--- src/rtl/inst_sequencer_pkg.sv ---
// Shared definitions for the instruction sequencer: FSM states and the idle instruction word.
package inst_sequencer_pkg;

  typedef enum logic {
    IDLE = 1'b0,
    RUN  = 1'b1
  } seq_state_t;

  // All-zero instruction driven when nothing is being issued; narrowed to IW at use.
  localparam logic [63:0] NOP = '0;

endpackage

--- src/rtl/seq_prog_mem.sv ---
// Program buffer: DEPTH x IW, one synchronous write port, one asynchronous read port.
module seq_prog_mem #(
  parameter int DEPTH = 16,
  parameter int IW    = 32
) (
  input  logic                     clk,
  input  logic                     we,
  input  logic [$clog2(DEPTH)-1:0] waddr,
  input  logic [IW-1:0]            wdata,
  input  logic [$clog2(DEPTH)-1:0] raddr,
  output logic [IW-1:0]            rdata
);

  logic [IW-1:0] r_mem [DEPTH];

  always_ff @(posedge clk) begin
    if (we) begin
      r_mem[waddr] <= wdata;
    end
  end

  assign rdata = r_mem[raddr];

endmodule

--- src/rtl/inst_sequencer.sv ---
// Loads a short program from a host, then issues it one instruction per cycle with an
// optional single hardware loop, honouring stall and pulsing done on completion.
module inst_sequencer
  import inst_sequencer_pkg::*;
#(
  parameter int DEPTH = 16,
  parameter int IW    = 32
) (
  input  logic                     clk,
  input  logic                     reset,
  input  logic                     clear,
  input  logic                     wr_valid,
  input  logic [IW-1:0]            wr_data,
  output logic                     wr_ready,
  input  logic [$clog2(DEPTH)-1:0] loop_begin,
  input  logic [$clog2(DEPTH)-1:0] loop_end,
  input  logic [7:0]               loop_iters,
  input  logic                     start,
  input  logic                     stall,
  output logic [IW-1:0]            inst,
  output logic                     inst_valid,
  output logic                     busy,
  output logic                     done,
  output logic [$clog2(DEPTH):0]   count
);

  localparam int AW = $clog2(DEPTH);
  localparam logic [AW:0] FULL = (AW+1)'(DEPTH);

  seq_state_t    r_state, w_state_next;
  logic [AW:0]   r_count;
  logic [AW-1:0] r_pc, r_lbeg, r_lend;
  logic [7:0]    r_rem;
  logic          r_loop_en, r_last;
  logic [IW-1:0] r_inst;
  logic          r_inst_valid, r_done;

  logic [IW-1:0] w_rdata;
  logic          w_wr_ready, w_wr_fire, w_clear, w_go, w_empty_go;
  logic          w_advance, w_finish, w_loop_back, w_at_end;

  seq_prog_mem #(
    .DEPTH (DEPTH),
    .IW    (IW)
  ) u_mem (
    .clk   (clk),
    .we    (w_wr_fire),
    .waddr (r_count[AW-1:0]),
    .wdata (wr_data),
    .raddr (r_pc),
    .rdata (w_rdata)
  );

  always_ff @(posedge clk or posedge reset) begin
    if (reset) begin
      r_state <= IDLE;
    end else begin
      r_state <= w_state_next;
    end
  end

  // Clear takes priority over start when both arrive in IDLE.
  always_comb begin
    w_state_next = r_state;
    w_wr_ready   = 1'b0;
    w_clear      = 1'b0;
    w_go         = 1'b0;
    w_empty_go   = 1'b0;
    w_advance    = 1'b0;
    w_finish     = 1'b0;
    case (r_state)
      IDLE: begin
        w_wr_ready = (r_count < FULL) & ~start & ~clear;
        w_clear    = clear;
        if (start && !clear) begin
          if (r_count != '0) begin
            w_go         = 1'b1;
            w_state_next = RUN;
          end else begin
            w_empty_go = 1'b1;
          end
        end
      end
      RUN: begin
        if (!stall) begin
          if (r_last) begin
            w_finish     = 1'b1;
            w_state_next = IDLE;
          end else begin
            w_advance = 1'b1;
          end
        end
      end
      default: w_state_next = IDLE;
    endcase
    w_wr_fire   = wr_valid & w_wr_ready;
    w_loop_back = r_loop_en && (r_pc == r_lend) && (r_rem != '0);
    w_at_end    = ({1'b0, r_pc} == (r_count - (AW+1)'(1)));
  end

  always_ff @(posedge clk or posedge reset) begin
    if (reset) begin
      r_count      <= '0;
      r_pc         <= '0;
      r_rem        <= '0;
      r_lbeg       <= '0;
      r_lend       <= '0;
      r_loop_en    <= 1'b0;
      r_last       <= 1'b0;
      r_inst       <= '0;
      r_inst_valid <= 1'b0;
      r_done       <= 1'b0;
    end else begin
      r_done <= 1'b0;
      if (w_clear) begin
        r_count <= '0;
      end else if (w_wr_fire) begin
        r_count <= r_count + (AW+1)'(1);
      end
      if (w_go) begin
        r_pc      <= '0;
        r_rem     <= loop_iters;
        r_lbeg    <= loop_begin;
        r_lend    <= loop_end;
        r_loop_en <= (loop_begin <= loop_end) && ({1'b0, loop_end} < r_count);
        r_last    <= 1'b0;
      end
      if (w_empty_go) begin
        r_done <= 1'b1;
      end
      if (w_advance) begin
        r_inst       <= w_rdata;
        r_inst_valid <= 1'b1;
        if (w_loop_back) begin
          r_pc  <= r_lbeg;
          r_rem <= r_rem - 8'd1;
        end else if (w_at_end) begin
          r_last <= 1'b1;
        end else begin
          r_pc <= r_pc + AW'(1);
        end
      end
      if (w_finish) begin
        r_inst       <= IW'(NOP);
        r_inst_valid <= 1'b0;
        r_done       <= 1'b1;
        r_last       <= 1'b0;
      end
    end
  end

  assign wr_ready   = w_wr_ready;
  assign inst       = r_inst;
  assign inst_valid = r_inst_valid;
  assign busy       = (r_state == RUN);
  assign done       = r_done;
  assign count      = r_count;

endmodule

--- config.mk ---
export PLATFORM = sky130hd
export DESIGN_NAME = inst_sequencer
export DESIGN_NICKNAME = d
export VERILOG_FILES = /design/src/rtl/inst_sequencer_pkg.sv /design/src/rtl/seq_prog_mem.sv /design/src/rtl/inst_sequencer.sv
export SDC_FILE = /design/constraint.sdc
export NUM_CORES = 1
export LEC_CHECK = 0
export BUFFER_PORTS_ARGS = -buffer_cell sky130_fd_sc_hd__buf_2
export CORE_MARGIN = 2
export CORE_UTILIZATION = 32
export DETAILED_ROUTE_END_ITERATION = 12
export SKIP_LAST_GASP = 1
export SLEW_MARGIN = 20
export SYNTH_ARGS = -nofsm -noshare
export SYNTH_HDL_FRONTEND = slang
export SYNTH_SLANG_ARGS = --single-unit
--- constraint.sdc ---
create_clock -name clk -period 7.8 [get_ports clk]
set_input_delay 0.78 -clock clk [delete_from_list [all_inputs] [get_ports clk]]
set_output_delay 0.78 -clock clk [all_outputs]
set_load 0.02 [all_outputs]
======== Yosys cells after proc, flatten, opt, wreduce, memory -nomap -nowiden ========
Memory sizes are Yosys's and may differ from the RTL's.
Index checks and enable logic that the tools add are counted.
word-level totals
  register bits after elaboration ......... 62
  RAM bits ................................ 512
  input bits .............................. 54
  output and inout port bits .............. 41
  logic and storage cells ................. 74
  memories ................................ 1
cells by class
  add/subtract/negate cells ............... 4
  magnitude comparators ................... 3
  eq/ne operators ......................... 2
  muxes and demuxes ....................... 38
  bitwise gates (word level) .............. 6
  reduce and logical (&&, ||, !) cells .... 9
memory list
  name         depth  width  read ports  clocked after Yosys merged registers in  wr ports  RTL line            RTL
  u_mem.r_mem  16     32     1           0                                        1         seq_prog_mem.sv:14  logic [IW-1:0] r_mem [DEPTH];
operator list
  cell                                                                number
  32-bit two-way mux                                                  2
  1-bit two-way mux                                                   26
  8-bit two-way mux                                                   3
  4-bit two-way mux                                                   4
  5-bit two-way mux                                                   2
  8-bit nonzero test                                                  1
  8-bit by 1-bit subtractor with 8-bit output, second input constant  1
  5-bit by 1-bit adder with 5-bit output, second input constant       1
  4-bit by 5-bit equality test with 1-bit output                      1
  4-bit by 5-bit less-than comparator with 1-bit output               1
  5-bit less-than comparator, second input constant                   1
  5-bit nonzero test                                                  1
  5-bit by 1-bit subtractor with 5-bit output, second input constant  1
  4-bit by 1-bit adder with 4-bit output, second input constant       1
  4-bit equality test                                                 1
  4-bit less-or-equal comparator                                      1
  1-bit logical AND                                                   4
  2-bit nonzero test                                                  2
  1-bit AND                                                           3
  1-bit inverter                                                      3
  1-bit case mux with 2 select lines                                  1
  1-bit zero test                                                     1

======== Logic depth before layout (Yosys ltp) ========
Gate-level depths: netlist of run 1.
  depth after elaboration ................. 9
  mapped depth ............................ 8
  depth with buffers taken out ............ 7

======== Cells and area by module ========
From an unflattened synthesis of run 1, not the netlist that was laid out.
second synthesis, totals
  cell total of the unflattened synthesis .. 1140
  area total of the unflattened synthesis .. 22307.6 µm²
by module, submodules not included
  module          instances  cells each  area an instance (µm²)  sequential area each (µm²)
  seq_prog_mem    1          806         19213.4                 15374.7
  inst_sequencer  1          334         3094.2                  1551.5

======== Worst setup path before layout of run 1 ========
No wires, ideal clock.
  kind .................................... input port to flip-flop
  start ................................... input clear
  end ..................................... memory u_mem.r_mem[3][0] (enable)
  setup time .............................. 0.461 ns
  arrival time ............................ 4.397 ns
  required time ........................... 7.339 ns
  slack ................................... 2.942 ns
  stages on the path ...................... 5
  path buffers ............................ 1
  path through ............................ nor4_1 > and2_1 > clkbuf_1 > nand2_1 > nor3_1
between the ends
  cells in the longest elaborated chain, start to end .. 6
RTL lines
  item                                     RTL line              RTL
  from (decl)                              inst_sequencer.sv:11  input logic clear,
  1-bit inverter                           inst_sequencer.sv:73  w_wr_ready = (r_count < FULL) & ~start & ~clear;
  1-bit AND                                inst_sequencer.sv:73
  1-bit two-way mux                        inst_sequencer.sv:71  case (r_state)
  1-bit AND                                inst_sequencer.sv:96  w_wr_fire = wr_valid & w_wr_ready;
  1-bit two-way mux                        seq_prog_mem.sv:17    if (we) begin
  1-bit two-way mux (not written as such)  seq_prog_mem.sv:18    r_mem[waddr] <= wdata;
  to (decl)                                seq_prog_mem.sv:14
Every way passes these cells.

======== Worst setup path in the final report of run 1 ========
  start ................................... register r_pc[1]
  end ..................................... register r_inst[1], in the netlist inst[1]
between the ends
  cells in the longest elaborated chain, start to end .. 3
RTL lines
  item                    RTL line               RTL
  from (decl)             inst_sequencer.sv:32   logic [AW-1:0] r_pc, r_lbeg, r_lend;
  from (signal assigned)  inst_sequencer.sv:135  r_pc <= r_lbeg;
  from (signal assigned)  inst_sequencer.sv:140  r_pc <= r_pc + AW'(1);
  memory 16 x 32 bit      -
  32-bit two-way mux      inst_sequencer.sv:131  if (w_advance) begin
  32-bit two-way mux      inst_sequencer.sv:143  if (w_finish) begin
  to (signal assigned)    inst_sequencer.sv:132  r_inst <= w_rdata;
  to (signal assigned)    inst_sequencer.sv:144  r_inst <= IW'(NOP);
  to (decl)               inst_sequencer.sv:35   logic [IW-1:0] r_inst;
Every way passes these cells. The select of a mux whose other input is x is not followed.
A chain may end at the register's enable or synchronous reset.

==> out/qor.txt, run 1 <==
Die boundary height - 268 µm
Clock share of power - 33.6%
Worst slew margin - 21.7%
Number of CTS-inserted buffers - 56
Clock Sinks - 574
Area occupied by multi-input gates - 5200 µm²
Wire length of the first global-routing pass - 74100 µm
Period utilisation layout - 39.8%
Distinct cell type count of the synthesized netlist - 47
Simple-gate portion of the synthesized area - 2.98%
Pin count of the biggest net entering global routing - 73
Highest ir drop seen on vdd - 0.000186 V
Average wire length per cell after detail routing - 23.1 µm
CP arrival - 3.54 ns
Count of hold buffers inserted by post-cts repair - 0
Crit path depth - 4
Min-delay worst type - in2async
Post-DRT Antenna Nets - 0
Number of search-and-repair iterations in the first detailed-routing pass - 5
Share of total power in combinational logic - 21.9%
Number of violations reported at the end of detailed-routing iteration 0 - 1002
CP bufs+invs - 1
Clock-pin slew reported for the worst setup and hold paths after clock tree synthesis - 0.07 ns
Power per unit of standard cell area - 324 nW/µm²
Share of flip-flops with an asynchronous set or reset - 10.8%
IO buf count - 94
Worst Hold Margin - 0.102 ns
Post-detailed-route via-to-cell ratio - 4.96
Post-synthesis area per instance - 20.6 µm²
Endpoint required time on the critical path - 8.23 ns
Static leakage - 0.00852 µW
Synth Area in Adders - 0.841%
Ratio of cells with drive above 1 in the final layout - 29.3%
Result of the run - completed
Synthesized-area fraction occupied by xor and xnor cells - 0.628%
Routed wire length - 50400 µm
Transition time of the tightest slew-check pin - 1.18 ns
Count of endpoints failing hold in the final timing report - 0
Number of global-route vias before repair - 11300
Netlist area before placement - 22300 µm²
Total grt overflow - 0
Count of endpoints failing setup in the final report - 0
Family of cells with the greatest summed delay on the critical path - flip-flops
TNS Setup - 0 ns
Final count of pins violating max slew - 0
Net switching fraction of the power - 27.9%
Startpoint-to-endpoint class of the critical path - reg2reg
Number of synthesis warnings - 0
Slowest cell on the critical path - dfrtp_4
Horiz. Die Dim - 268 µm
Clock insertion delay at the later pin of the skew report - 0.63 ns
Reg power frac - 44.5%
Cts repair resizes - 0
Total setup buffers inserted after CTS - 0
Root buf cell - clkbuf_16
Worst r2r path cells - 4
Maximum count of clock buffers along a single path - 3
Net Switching - 2350 µW
Pint - 6080 µW
Setup repair after global routing missed its margin - false
Overall routing resource usage - 14.1%
CP cell instances - buf_4 -> mux4_2 -> mux2i_1 -> o221ai_1
Final critical delay including setup and external delays - 3.10 ns
Maximum level of the CTS H-tree - 2
Clock tree from TritonCTS - done
Sequential cell area - 16900 µm²
Number of enable-type register cells in the synthesized netlist - 512
Most used cells in the layout excluding fill and tap cells - 512 x edfxtp_1, 128 x mux4_2, 94 x buf_2, 68 x nand2_1, 67 x mux2i_1
Number of remaining DRC errors - 0
Share of the synthesized area in compound gates (AO/OA/AOI/OAI) - 2.41%
HPWL reported at the end of detailed placement - 25300 µm
Total I/O pin count - 95
Dominant register cell in the synthesized netlist - edfxtp_1
Net count after synthesis - 1154
Combinational family with the most area after synthesis - multiplexers
Maximum clock frequency - 0.322 GHz
Via total after detailed routing - 10800
Leading cell type in the layout, fill and taps excluded - edfxtp_1
Flip-flop and latch count after synthesis - 574
Number of antenna violations at the first check in global routing - 6
CP endpoint kind - flop
Crit-path max cell delay - 1.02 ns
Post-Synthesis Cells - 1085
Share of synthesized area occupied by flip-flops and latches - 75.9%
Placeable core region - 68800 µm²
Worst clock skew on the final layout - 0.0336 ns
Area enclosed by the die boundary - 71800 µm²
Final #Nets - 1272
Startpoint type of the worst setup path - flop
# fillers - 6211
Fraction of synthesized area in multiplexers - 15.9%
Starting Density - 32.4%
Maximum capacitance violations - 0
Area added between synthesis and finish - 16.5%
Placer's final routability congestion estimate - 0.729
Number of rows in the core area - 96
Worst-path fanout max - 72
N_diodes - 0
==> area by class of cell <==
type | instances | area share [%]
flip-flops and latches | 574 | 65.2
multi-input cells | 438 | 20.0
clock buffers | 67 | 5.67
well taps | 931 | 4.48
repair buffers | 118 | 2.58
clock inverters | 39 | 1.84
inverters | 15 | 0.221
==> metrics by stage <==
stage | setup WS, ns | std cells | instance area [µm²] | util (%) | power [µW]
detailed placement | 4.43 | 2075 | 24000 | 34.9 | 5690
global placement | 4.48 | 2075 | 24000 | 34.9 | 5660
floorplan | 2.94 | 1085 | 22300 | - | 5140
finish | 4.70 | 2182 | 26000 | 37.8 | 8420
global route | 4.58 | 2182 | 26000 | 37.8 | 8800
CTS | 4.48 | 2181 | 26000 | 37.7 | 8520
==> cells by family after synthesis <==
family | count (synthesis)
compound gates | 68
xor+xnor | 16
fa+ha+maj | 15
buf+inv | 73
flops | 574
mux | 195
simple gates | 144
==> worst paths after layout <==
path | startpoint | end | slack (ns)
setup / recovery | r_pc[1] | inst[1] | 4.70
hold / removal | reset | count[3] | 0.10
setup reg to reg | r_pc[1] | inst[1] | 4.70
hold reg to reg | r_lbeg[3] | r_lbeg[3] | 0.47
max in group asynchronous | reset | r_pc[0] | 6.44
min in group clk | loop_begin[2] | r_lbeg[2] | 0.40
==> per-layer routing <==
metal	GRT usage, %	vias up	share of wire, %
met5	0	-	0.054
met4	3.40	4	1.8
met3	2.74	74	5.5
met2	22.4	275	47
met1	20.2	5789	46
li1	-	4682	-
==> state kept, by name, indices dropped and copies added, names as in the netlist <==
signal       flops
r_pc             4
count            5
inst_valid       1
r_rem            8
inst            32
u_mem.r_mem    512
r_lend           4
r_last           1
r_lbeg           4
r_loop_en        1
done             1
busy             1
==> synth_stat cells (7+ instances only) <==
cell type  instances  share of area (%)
xor2_1             7               0.27
dfrtp_1           62                7.0
buf_1             11               0.19
edfxtp_1         512                 69
nor2_1            27               0.45
ha_1              15               0.84
xnor2_1            9               0.35
nand2_1           69                1.2
nand3_1            8               0.18
o221ai_1          32                1.3
a21oi_1            7               0.16
buf_2             10               0.22
mux4_2           128                 13
o21ai_0            7               0.16
clkbuf_1          36               0.61
nor3_1            10               0.22
mux2i_1           67                3.0
inv_1             15               0.25
==> power by group through the flow <==
stage                     combinational, µW  clock [µW]  sequential, µW
after floorplan                        1390           0            3760
after global placement                 1790           0            3870
after detailed placement               1820           0            3870
after CTS                              1820        2890            3810
after global routing                   2020        3000            3780
final                                  1850        2830            3750
No activity file was read; power rests on OpenSTA's default activity.
==> run 2: changes to the inputs <==
==> constraint.sdc (replaced) <==
create_clock -name clk -period 2.79 [get_ports clk]
set_input_delay 0.279 -clock clk [delete_from_list [all_inputs] [get_ports clk]]
set_output_delay 0.279 -clock clk [all_outputs]
set_load 0.02 [all_outputs]
==> run 2 against run 1 <==
  * Critical path depth grew 1
  * Fmax grew 38%
  * Worst setup slack lost 4.1 ns
  * Via count grew 0.20%
  * Sequential cell count is the same
  * Clock power grew to 2.8 times the previous value
  * Clock skew grew 0.0088 ns
  * Non-clock buffer count grew 34
  * Combinational power grew to 3.0 times the previous value
  * First-iteration DRC count shrank 10%
  * Critical path type unchanged
==> out/qor.txt, run 2 (synthesized netlist as in run 1, its figures left out) <==
Result of the run - completed
Most used cells in the layout excluding fill and tap cells - 512 x edfxtp_1, 128 x mux4_2, 94 x buf_2, 68 x nand2_1, 67 x mux2i_1
Placed standard-cell area - 24400 µm² (+1.7%)
Final critical delay including setup and external delays - 2.24 ns (-0.863 ns)
Total grt overflow - 0 (unchanged)
Number of global-route vias before repair - 11600 (+2.6%)
Average wire length per cell after detail routing - 22.4 µm (-2.9%)
Worst r2r path cells - 5 (+1)
Startpoint-to-endpoint class of the critical path - reg2reg
Pint - 17100 µW (+180%)
Final count of pins violating max slew - 0 (unchanged)
CP cell instances - nor4_4 -> and2_1 -> nand2_1 -> nor3_4 -> buf_12
Worst reg2reg path endpoint - u_mem.r_mem[1][9]
Min-delay worst type - in2reg
Number of cells on the worst hold path - 1
Worst Hold Margin - 0.0298 ns (-0.0724 ns)
Power per unit of standard cell area - 895 nW/µm² (+180%)
Post-route cell area - 26600 µm² (+2.4%)
Transition time of the tightest slew-check pin - 0.667 ns (-0.509 ns)
Area added between synthesis and finish - 19.3%
Share of total power in combinational logic - 23.2% (+1.3 points)
Placer's final routability congestion estimate - 0.769 (+5.5%)
CP arrival - 2.54 ns (-1.00 ns)
Number of rows in the core area - 96 (unchanged)
Net switching fraction of the power - 28.0% (+0.12 points)
Total setup buffers inserted after CTS - 0 (unchanged)
Clock-pin slew reported for the worst setup and hold paths after clock tree synthesis - 0.07 ns (about the same)
Maximum count of clock buffers along a single path - 3 (unchanged)
Endpoint required time on the critical path - 3.09 ns (-5.14 ns)
Maximum clock frequency - 0.446 GHz (+38%)
Worst-path fanout max - 32 (-56%)
Count of endpoints failing setup in the final report - 0 (unchanged)
Horiz. Die Dim - 268 µm (unchanged)
Met2 global-route usage - 23.0% (+0.58 points)
Area enclosed by the die boundary - 71800 µm² (unchanged)
Highest-utilization routing layer at the global route stage - met2
Worst setup slack after layout - 0.548 ns (-4.15 ns)
Post-DRT Antenna Nets - 0 (unchanged)
N_diodes - 0 (unchanged)
Overall routing resource usage - 14.0% (-0.15 points)
Count of endpoints failing hold in the final timing report - 0 (unchanged)
Post-place setup slack - 0.523 ns (-3.91 ns)
Clock insertion delay at the later pin of the skew report - 0.63 ns (about the same)
Wire length of the first global-routing pass - 74300 µm (+0.37%)
Leading cell type in the layout, fill and taps excluded - edfxtp_1
Net Switching - 6670 µW (+180%)
Number of antenna violations at the first check in global routing - 2 (-4)
Met1 usage in global routing - 19.1% (-1.1 points)
Static leakage - 0.00874 µW (+2.5%)
Reg power frac - 43.1% (-1.4 points)
Via total after detailed routing - 10800 (+0.20%)
Maximum capacitance violations - 0 (unchanged)
IO buf count - 94 (unchanged)
Reg-to-reg slack, setup - 0.55 ns (-4.15 ns)
Worst clock skew on the final layout - 0.0425 ns (+0.00885 ns)
Reg with most FFs - u_mem.r_mem
Routed wire length - 49800 µm (-1.3%)
Number of search-and-repair iterations in the first detailed-routing pass - 4 (-1)
Worst Hold Launch - wr_data[25]
Slowest cell on the critical path - dfrtp_1
Share of the core filled with cells - 38.7% (+0.91 points)
CP endpoint kind - flop
Origin of the critical flop-to-flop path - busy
Placeable core region - 68800 µm² (unchanged)
Highest ir drop seen on vdd - 0.000509 V (+170%)
Maximum level of the CTS H-tree - 2 (unchanged)
Number of violations reported at the end of detailed-routing iteration 0 - 902 (-10%)
Startpoint type of the worst setup path - flop
Family of cells with the greatest summed delay on the critical path - simple AND/OR/NAND/NOR gates
Crit-path max cell delay - 0.46 ns (-0.56 ns)
Clock share of power - 33.7% (about the same)
Hold endpoint - u_mem.r_mem[14][25]
Max FFs per register - 512 (unchanged)
Period utilisation layout - 80.3% (+41 points)
CP bufs+invs - 1 (unchanged)
Worst slew margin - 55.6% (+34 points)
Total I/O pin count - 95 (unchanged)
Number of CTS-inserted buffers - 58 (+3.6%)
Post-detailed-route via-to-cell ratio - 4.89 (-1.5%)
Number of remaining DRC errors - 0 (unchanged)
Clock Sinks - 574 (unchanged)
Cts repair resizes - 0 (unchanged)
Count of hold buffers inserted by post-cts repair - 21 (+21)
Starting Density - 32.4% (unchanged)
HPWL reported at the end of detailed placement - 26600 µm (+4.9%)
Clock tree from TritonCTS - done
Root buf cell - clkbuf_16
Ratio of cells with drive above 1 in the final layout - 29.9% (+0.63 points)
Routing usage on met3 - 2.66% (-0.082 points)
Final #Nets - 1308 (+2.8%)
Pin count of the biggest net entering global routing - 67 (-8.2%)
Die boundary height - 268 µm (unchanged)
Setup repair after global routing missed its margin - false
TNS Setup - 0 ns (unchanged)
==> run 2: power groups by stage <==
| stage | clock network, µW | registers (µW) | logic, µW |
|---|---|---|---|
| final | 8020 | 10300 | 5530 |
| after global routing | 8540 | 10300 | 6040 |
| after CTS | 8200 | 10300 | 5670 |
| after detailed placement | 0 | 10400 | 5630 |
| after global placement | 0 | 10400 | 5580 |
| after floorplan | 0 | 10500 | 3880 |
==> run 2: worst max path at each step <==
stage | slack, ns | depth (start not counted) | end | start
global placement | 0.59 | 6 | u_mem.r_mem[0][8] | start
finish | 0.55 | 5 | u_mem.r_mem[1][9] | busy
global route | 0.37 | 5 | u_mem.r_mem[1][25] | busy
CTS | 0.52 | 5 | u_mem.r_mem[1][25] | busy
floorplan | 0.08 | 5 | u_mem.r_mem[12][0] | busy
detailed placement | 0.52 | 6 | u_mem.r_mem[1][8] | start
==> run 2: worst reg2reg max path: cells and delay by family, from the launching register on <==
family | cells | cell delay, ns
AND/OR/NAND/NOR | 4 | 1.20
flip-flops | 1 | 0.46
buffers and inverters | 1 | 0.27
==> run 2: area by class of cell <==
| class | count | area, µm² |
|---|---|---|
| fillers | 6194 | 42200 |
| flip-flops and latches | 574 | 16900 |
| multi-input cells | 438 | 5240 |
| clock buffers | 69 | 1530 |
| repair buffers | 152 | 1220 |
| well taps | 931 | 1160 |
| clock inverters | 40 | 464 |
| inverters | 15 | 57.6 |
==> run 2: metal layers <==
metal | wire (µm) | up-vias
li1 | - | 4758
met1 | 22300 | 5768
met2 | 24100 | 258
met3 | 2490 | 62
met4 | 842 | 0
met5 | 0 | -
==> run 2: metrics by stage <==
stage | total power (µW) | instances
2_1_floorplan | 14400 | 1085
3_3_place_gp | 16000 | 2089
3_5_place_dp | 16100 | 2089
4_1_cts | 24200 | 2219
5_1_grt | 24900 | 2219
6_report | 23800 | 2219
